`config.mk`:
```
export PLATFORM = sky130hd
export DESIGN_NAME = mlp_seq_ctrl
export DESIGN_NICKNAME = d
export VERILOG_FILES = /design/src/rtl/mlp_seq_ctrl.sv
export SDC_FILE = /design/constraint.sdc
export NUM_CORES = 1
export LEC_CHECK = 0
export BUFFER_PORTS_ARGS = -buffer_cell sky130_fd_sc_hd__buf_2
export CELL_PAD_IN_SITES_DETAIL_PLACEMENT = 0
export CELL_PAD_IN_SITES_GLOBAL_PLACEMENT = 1
export CORE_MARGIN = 2
export CORE_UTILIZATION = 30
export CTS_BUF_LIST = sky130_fd_sc_hd__clkbuf_4
export CTS_CLUSTER_SIZE = 12
export DETAILED_ROUTE_END_ITERATION = 8
export GPL_TIMING_DRIVEN = 0
export PLACE_DENSITY = 0.61
export RECOVER_POWER = 100
export SLEW_MARGIN = 30
export SYNTH_ARGS = -nofsm -noshare
export SYNTH_HDL_FRONTEND = slang
export SYNTH_SLANG_ARGS = --single-unit
```
`constraint.sdc`:
```
create_clock -name clk -period 8.8 [get_ports clk]
set_input_delay 0.44 -clock clk [delete_from_list [all_inputs] [get_ports clk]]
set_output_delay 0.44 -clock clk [all_outputs]
set_load 0.01 [all_outputs]
```
`src/rtl/mlp_seq_ctrl.sv`:
```
// Sequential controller for the 2-layer printed MLP classifier: a single shared MAC steps
// through every neuron, fetching weights/biases from an external combinational ROM.
module mlp_seq_ctrl #(
    parameter int unsigned N_IN   = 11,
    parameter int unsigned IN_W   = 4,
    parameter int unsigned N_HID  = 4,
    parameter int unsigned N_OUT  = 7,
    parameter int unsigned W_W    = 8,
    parameter int unsigned B_W    = 16,
    parameter int unsigned SUM0_W = 13,
    parameter int unsigned SUM1_W = 20,
    parameter int unsigned HID_W  = 12,
    parameter int unsigned OUT_W  = 19,
    parameter int unsigned CA_W   = 7,
    parameter int unsigned BA_W   = 4
) (
    input  logic                       clk,
    input  logic                       rst_n,
    input  logic                       in_valid,
    output logic                       in_ready,
    input  logic [N_IN*IN_W-1:0]       in_data,
    output logic [CA_W-1:0]            coef_addr,
    input  logic signed [W_W-1:0]      coef_data,
    output logic [BA_W-1:0]            bias_addr,
    input  logic signed [B_W-1:0]      bias_data,
    output logic                       out_valid,
    input  logic                       out_ready,
    output logic [2:0]                 out_class,
    output logic [N_OUT*OUT_W-1:0]     out_scores,
    output logic                       busy
);
    localparam int unsigned ACC_W = 24;
    localparam int unsigned IW    = $clog2(N_IN);
    localparam int unsigned NW    = $clog2((N_OUT > N_HID) ? N_OUT : N_HID);
    localparam int unsigned HW    = $clog2(N_HID);

    typedef enum logic [2:0] {StIdle, StBias, StMac, StWb, StDone} state_e;

    state_e                state_q, state_d;
    logic                  layer_q, layer_d;
    logic [NW-1:0]         neuron_q, neuron_d;
    logic [IW-1:0]         idx_q, idx_d;
    logic [ACC_W-1:0]      acc_q, acc_d;
    logic [N_IN*IN_W-1:0]  feat_q, feat_d;
    logic [HID_W-1:0]      hid_q [N_HID];
    logic [HID_W-1:0]      hid_d [N_HID];
    logic [OUT_W-1:0]      score_q [N_OUT];
    logic [OUT_W-1:0]      score_d [N_OUT];
    logic [OUT_W-1:0]      best_q, best_d;
    logic [2:0]            class_q, class_d;

    logic                  last_idx, last_neuron;
    logic [IN_W-1:0]       feat_op;
    logic [HID_W-1:0]      operand;
    logic [ACC_W-1:0]      product;
    logic [SUM0_W-1:0]     sum0;
    logic [SUM1_W-1:0]     sum1;
    logic [HID_W-1:0]      hid_act;
    logic [OUT_W-1:0]      score_act;

    always_comb begin
        last_idx    = layer_q ? (idx_q == IW'(N_HID - 1)) : (idx_q == IW'(N_IN - 1));
        last_neuron = layer_q ? (neuron_q == NW'(N_OUT - 1)) : (neuron_q == NW'(N_HID - 1));
        feat_op     = feat_q[IN_W*int'(idx_q) +: IN_W];
        operand     = layer_q ? hid_q[idx_q[HW-1:0]] : HID_W'(feat_op);
        // Operand is non-negative; the low ACC_W bits of the product are exact two's complement.
        product     = ACC_W'(operand) * {{(ACC_W-W_W){coef_data[W_W-1]}}, coef_data};
        sum0        = acc_q[SUM0_W-1:0];
        sum1        = acc_q[SUM1_W-1:0];
        hid_act     = sum0[SUM0_W-1] ? '0 : sum0[HID_W-1:0];
        score_act   = sum1[SUM1_W-1] ? '0 : sum1[OUT_W-1:0];
    end

    always_comb begin
        state_d   = state_q;
        layer_d   = layer_q;
        neuron_d  = neuron_q;
        idx_d     = idx_q;
        acc_d     = acc_q;
        feat_d    = feat_q;
        hid_d     = hid_q;
        score_d   = score_q;
        best_d    = best_q;
        class_d   = class_q;
        coef_addr = '0;
        bias_addr = '0;
        unique case (state_q)
            StIdle: begin
                if (in_valid) begin
                    feat_d   = in_data;
                    layer_d  = 1'b0;
                    neuron_d = '0;
                    state_d  = StBias;
                end
            end
            StBias: begin
                bias_addr = layer_q ? BA_W'(N_HID) + BA_W'(neuron_q) : BA_W'(neuron_q);
                acc_d     = {{(ACC_W-B_W){bias_data[B_W-1]}}, bias_data};
                idx_d     = '0;
                state_d   = StMac;
            end
            StMac: begin
                coef_addr = layer_q
                    ? CA_W'(N_HID*N_IN) + CA_W'(neuron_q)*CA_W'(N_HID) + CA_W'(idx_q)
                    : CA_W'(neuron_q)*CA_W'(N_IN) + CA_W'(idx_q);
                acc_d = acc_q + product;
                if (last_idx) begin
                    state_d = StWb;
                end else begin
                    idx_d = idx_q + IW'(1);
                end
            end
            StWb: begin
                if (!layer_q) begin
                    hid_d[neuron_q[HW-1:0]] = hid_act;
                end else begin
                    score_d[neuron_q] = score_act;
                    // >= makes ties resolve to the highest index
                    if (neuron_q == '0 || score_act >= best_q) begin
                        best_d  = score_act;
                        class_d = 3'(neuron_q);
                    end
                end
                if (last_neuron) begin
                    neuron_d = '0;
                    layer_d  = 1'b1;
                    state_d  = layer_q ? StDone : StBias;
                end else begin
                    neuron_d = neuron_q + NW'(1);
                    state_d  = StBias;
                end
            end
            StDone: begin
                if (out_ready) begin
                    state_d = StIdle;
                end
            end
            default: state_d = StIdle;
        endcase
    end

    always_ff @(posedge clk or negedge rst_n) begin
        if (!rst_n) begin
            state_q  <= StIdle;
            layer_q  <= 1'b0;
            neuron_q <= '0;
            idx_q    <= '0;
            acc_q    <= '0;
            feat_q   <= '0;
            hid_q    <= '{default: '0};
            score_q  <= '{default: '0};
            best_q   <= '0;
            class_q  <= '0;
        end else begin
            state_q  <= state_d;
            layer_q  <= layer_d;
            neuron_q <= neuron_d;
            idx_q    <= idx_d;
            acc_q    <= acc_d;
            feat_q   <= feat_d;
            hid_q    <= hid_d;
            score_q  <= score_d;
            best_q   <= best_d;
            class_q  <= class_d;
        end
    end

    // Results are exposed only in DONE so no partial result is ever visible.
    always_comb begin
        in_ready   = (state_q == StIdle);
        out_valid  = (state_q == StDone);
        busy       = (state_q != StIdle) && (state_q != StDone);
        out_class  = out_valid ? class_q : '0;
        out_scores = '0;
        for (int k = 0; k < N_OUT; k++) begin
            if (out_valid) begin
                out_scores[(N_OUT-1-k)*OUT_W +: OUT_W] = score_q[k];
            end
        end
    end

endmodule

```
==> results_dict.tcl <==
set metrics [dict create \
    start_util_pct 30.2 \
    fill_cells 6121 \
    coreArea_sq_mm 0.0576 \
    yosysUniqueCellTypes 62 \
    reg2reg_slack_ns 1.01 \
    tightest_slew_ns 4.53 \
    rsz0062_at_grt "false" \
    fin_worst_skew_ns 0.0796 \
    final_cell_mix "nand2_1 (417), dfrtp_1 (278), o21ai_0 (195)" \
    ctsLongestPathBuffers 3 \
    grt_pass1_vias 14784 \
    maxCapViolations 3 \
    hpwl_microns 42100 \
    netlist_area_sq_mm 0.0174 \
    synth_edf_count 0 \
    mostFrequentLayoutCell "nand2_1" \
    via_per_inst 4.67 \
    slew-limit-headroom_pct -202 \
    htree_levels 3 \
    grt_pass1_wl_microns 87500 \
    drc_errors 0 \
    async_reset_ff_share_pct 100 \
    ys.flop_type "dfrtp_1" \
    avgRoutedWirePerCell_microns 18.1 \
    die_y_microns 245 \
    path_max_fanout 10 \
    antenna_found_initial 2 \
    grt_use_total_pct 19.2 \
    die-area_sq_mm 0.0600 \
    place.gp.congestion 0.835 \
    critical_path_class "reg -> reg" \
    postCtsSetupRepairBufs 0 \
    fin_cells 3118 \
    ios 222 \
    ant_nets 0 \
    tritoncts "done" \
    ys_seq_area_share_pct 40.0 \
    layout-drive-gt1-share_pct 14.4 \
    synth_area_leaders "dfrtp_1 (40%), nand2_1 (9.0%), ha_1 (7.9%), fa_1 (7.6%), and2_1 (5.5%)" \
    io_buffers 220 \
    slew_violations 205 \
    finalCriticalPeriod_ns 7.79 \
    cts_root_buf "clkbuf_4" \
    crit_required_ns 9.53 \
    vias 14569 \
    hold_viol 0 \
    cts_sinks 278 \
    synth_cells 1922 \
    p_leak_uw 0.0104 \
    synth.largest_area_cell "dfrtp_1" \
    dp_cells 2910 \
    finalCritPeriodShare_pct 88.6 \
    syn_to_final_growth_pct 20.8 \
    worstSkewPairLatency_ns 0.82 \
    path_clk_slew_ns 0.08 \
    syn_nets 2170 \
    rows 88 \
    avgSynthCellArea_sq_um 9.06 \
    grt_overflow 0 \
    power.density_mw_per_mm2 408 \
    worstRegToRegCells 27 \
    critPathLaunchType "flop" \
    max_freq_mhz 128 \
    fin_setup_tns_ns 0 \
    crit_arrival_ns 8.53 \
    grt_max_degree 83 \
    drt_iter0_markers 825 \
    critPathCaptureType "flop" \
    drt_wl_total_microns 56600 \
    ys_ff_latch 278 \
    yosysWarnings 0 \
    failed_checks "max-capacitance violations, max-slew violations" \
    cts_made_buffers 81 \
    whs_path_depth 4 \
    setup_viol_count_final 0 \
    status "complete, but fails checks" \
    vdd_ir_drop_max_v 0.000401 \
    first_pass_iters 5 \
    nets 2538 \
    synth_top_cell_area_share_pct 40.0 \
    fp.dieW_microns 245 \
    hold_class "in -> reg" \
]
Yosys cell counts, types with 2 or more instances:
cell and count:
a2111oi_2 2, a211oi_1 9, a21o_1 18, a21oi_1 43
a21oi_2 2, a221oi_1 3, a22oi_1 4, a31oi_1 9
and2_1 154, and3_1 30, buf_1 9, buf_2 19
buf_6 4, clkbuf_1 87, dfrtp_1 278, fa_1 66
ha_1 110, inv_1 163, inv_2 2, mux2_1 3
mux2_2 2, mux2i_1 25, mux2i_4 3, mux4_2 20
nand2_1 417, nand2b_1 48, nand3_1 10, nand4_1 5
nor2_1 45, nor2b_1 22, nor3_1 8, o211ai_1 6
o21a_1 4, o21ai_0 127, o21ai_1 90, o21ai_2 2
o21bai_1 3, o22ai_1 5, o31ai_1 2, or3_1 4
xnor2_1 25, xor2_1 14
where the power goes:
| group | leakage [uW] | total [uW] | switching, uW | internal [uW] |
|---|---|---|---|---|
| combinational | 0.00613 | 5390 | 3310 | 2080 |
| sequential | 0.00371 | 1970 | 285 | 1690 |
| clock | 0.000600 | 1210 | 581 | 628 |
| total | 0.0104 | 8580 | 4180 | 4400 |
flip-flops by register name (all words and copies together), names as in the netlist, 3 cells and up:
name and count:
best_q 19, acc_q 20, state_q 3, feat_q 44, idx_q 4, score_q 133, neuron_q 3, class_q 3
hid_q 48
per-layer routing:
| metal | track usage [%] | share of wire (%) | vias up |
|---|---|---|---|
| met5 | 0 | 0 | - |
| met4 | 4.88 | 2.0 | 0 |
| met3 | 4.13 | 5.1 | 74 |
| met1 | 26.1 | 47 | 7080 |
| li1 | - | - | 7031 |
| met2 | 30.9 | 46 | 384 |
per-stage QoR:
step	setup slack (ns)	total power (uW)	util, %	area, sq um	hold WS, ns
after floorplan	2.28	5860	-	17400	0.144
after global routing	0.473	9450	36.5	21000	0.0458
after global placement	1.32	7380	33.8	19500	0.454
final	1.01	8580	36.5	21000	0.0982
after CTS	1.24	8740	36.8	21200	0.0380
after detailed placement	1.22	7440	34.0	19600	0.377
worst paths after layout:
kind / endpoint / from
setup / recovery: acc_q[18]$_DFFE_PN0N_ / idx_q[1]$_DFFE_PN0P_
hold / removal: acc_q[18]$_DFFE_PN0N_ / bias_data[15]
setup reg to reg: acc_q[18]$_DFFE_PN0N_ / idx_q[1]$_DFFE_PN0P_
hold reg to reg: score_q[88]$_DFFE_PN0P_ / score_q[88]$_DFFE_PN0P_
max in group asynchronous: feat_q[36]$_DFFE_PN0P_ / rst_n
min in group asynchronous: best_q[14]$_DFFE_PN0P_ / rst_n
critical path, cell delays in order, from the launching register on:
cell,delay (ns)
dfrtp_1,0.41
clkbuf_1,0.50
clkbuf_1,0.58
mux4_2,0.41
mux2_1,0.47
nand2_1,0.14
fa_1,0.46
fa_1,0.54
inv_1,0.05
fa_1,0.53
inv_1,0.05
fa_1,0.53
inv_1,0.05
ha_1,0.34
a21oi_1,0.17
o22ai_1,0.12
nor2b_1,0.30
o21bai_1,0.10
a21oi_1,0.18
xnor2_1,0.20
ha_1,0.29
clkbuf_1,0.21
a21o_1,0.25
a21o_1,0.19
a21oi_1,0.17
o21ai_0,0.12
o21a_1,0.18
o31ai_1,0.19
final cells by class:
class	count	area, sq um	area share [%]
flip-flops and latches	278	6960	33.1
multi-input cells	1358	9310	44.3
repair buffers	285	1690	8.03
diodes	5	12.5	0.0595
plain buffers	120	478	2.27
clock buffers	121	908	4.32
inverters	166	623	2.96
clock inverters	20	95.1	0.452
well taps	765	957	4.55
cells by family after synthesis:
kind of cell	count (synthesis)	synth area share, %
xor+xnor	39	1.96
buf+inv	286	6.50
mux	53	4.74
simple gates	751	20.3
compound gates	339	11.0
fa+ha+maj	176	15.5
flops	278	40.0
timing repair:
| action | 4_1_cts | 5_1_grt |
|---|---|---|
| hold buffers | 62 | 0 |
| resized for setup | 0 | 0 |
| hold endpoints to repair | 239 | 0 |
No activity file was read; power rests on OpenSTA's default activity.
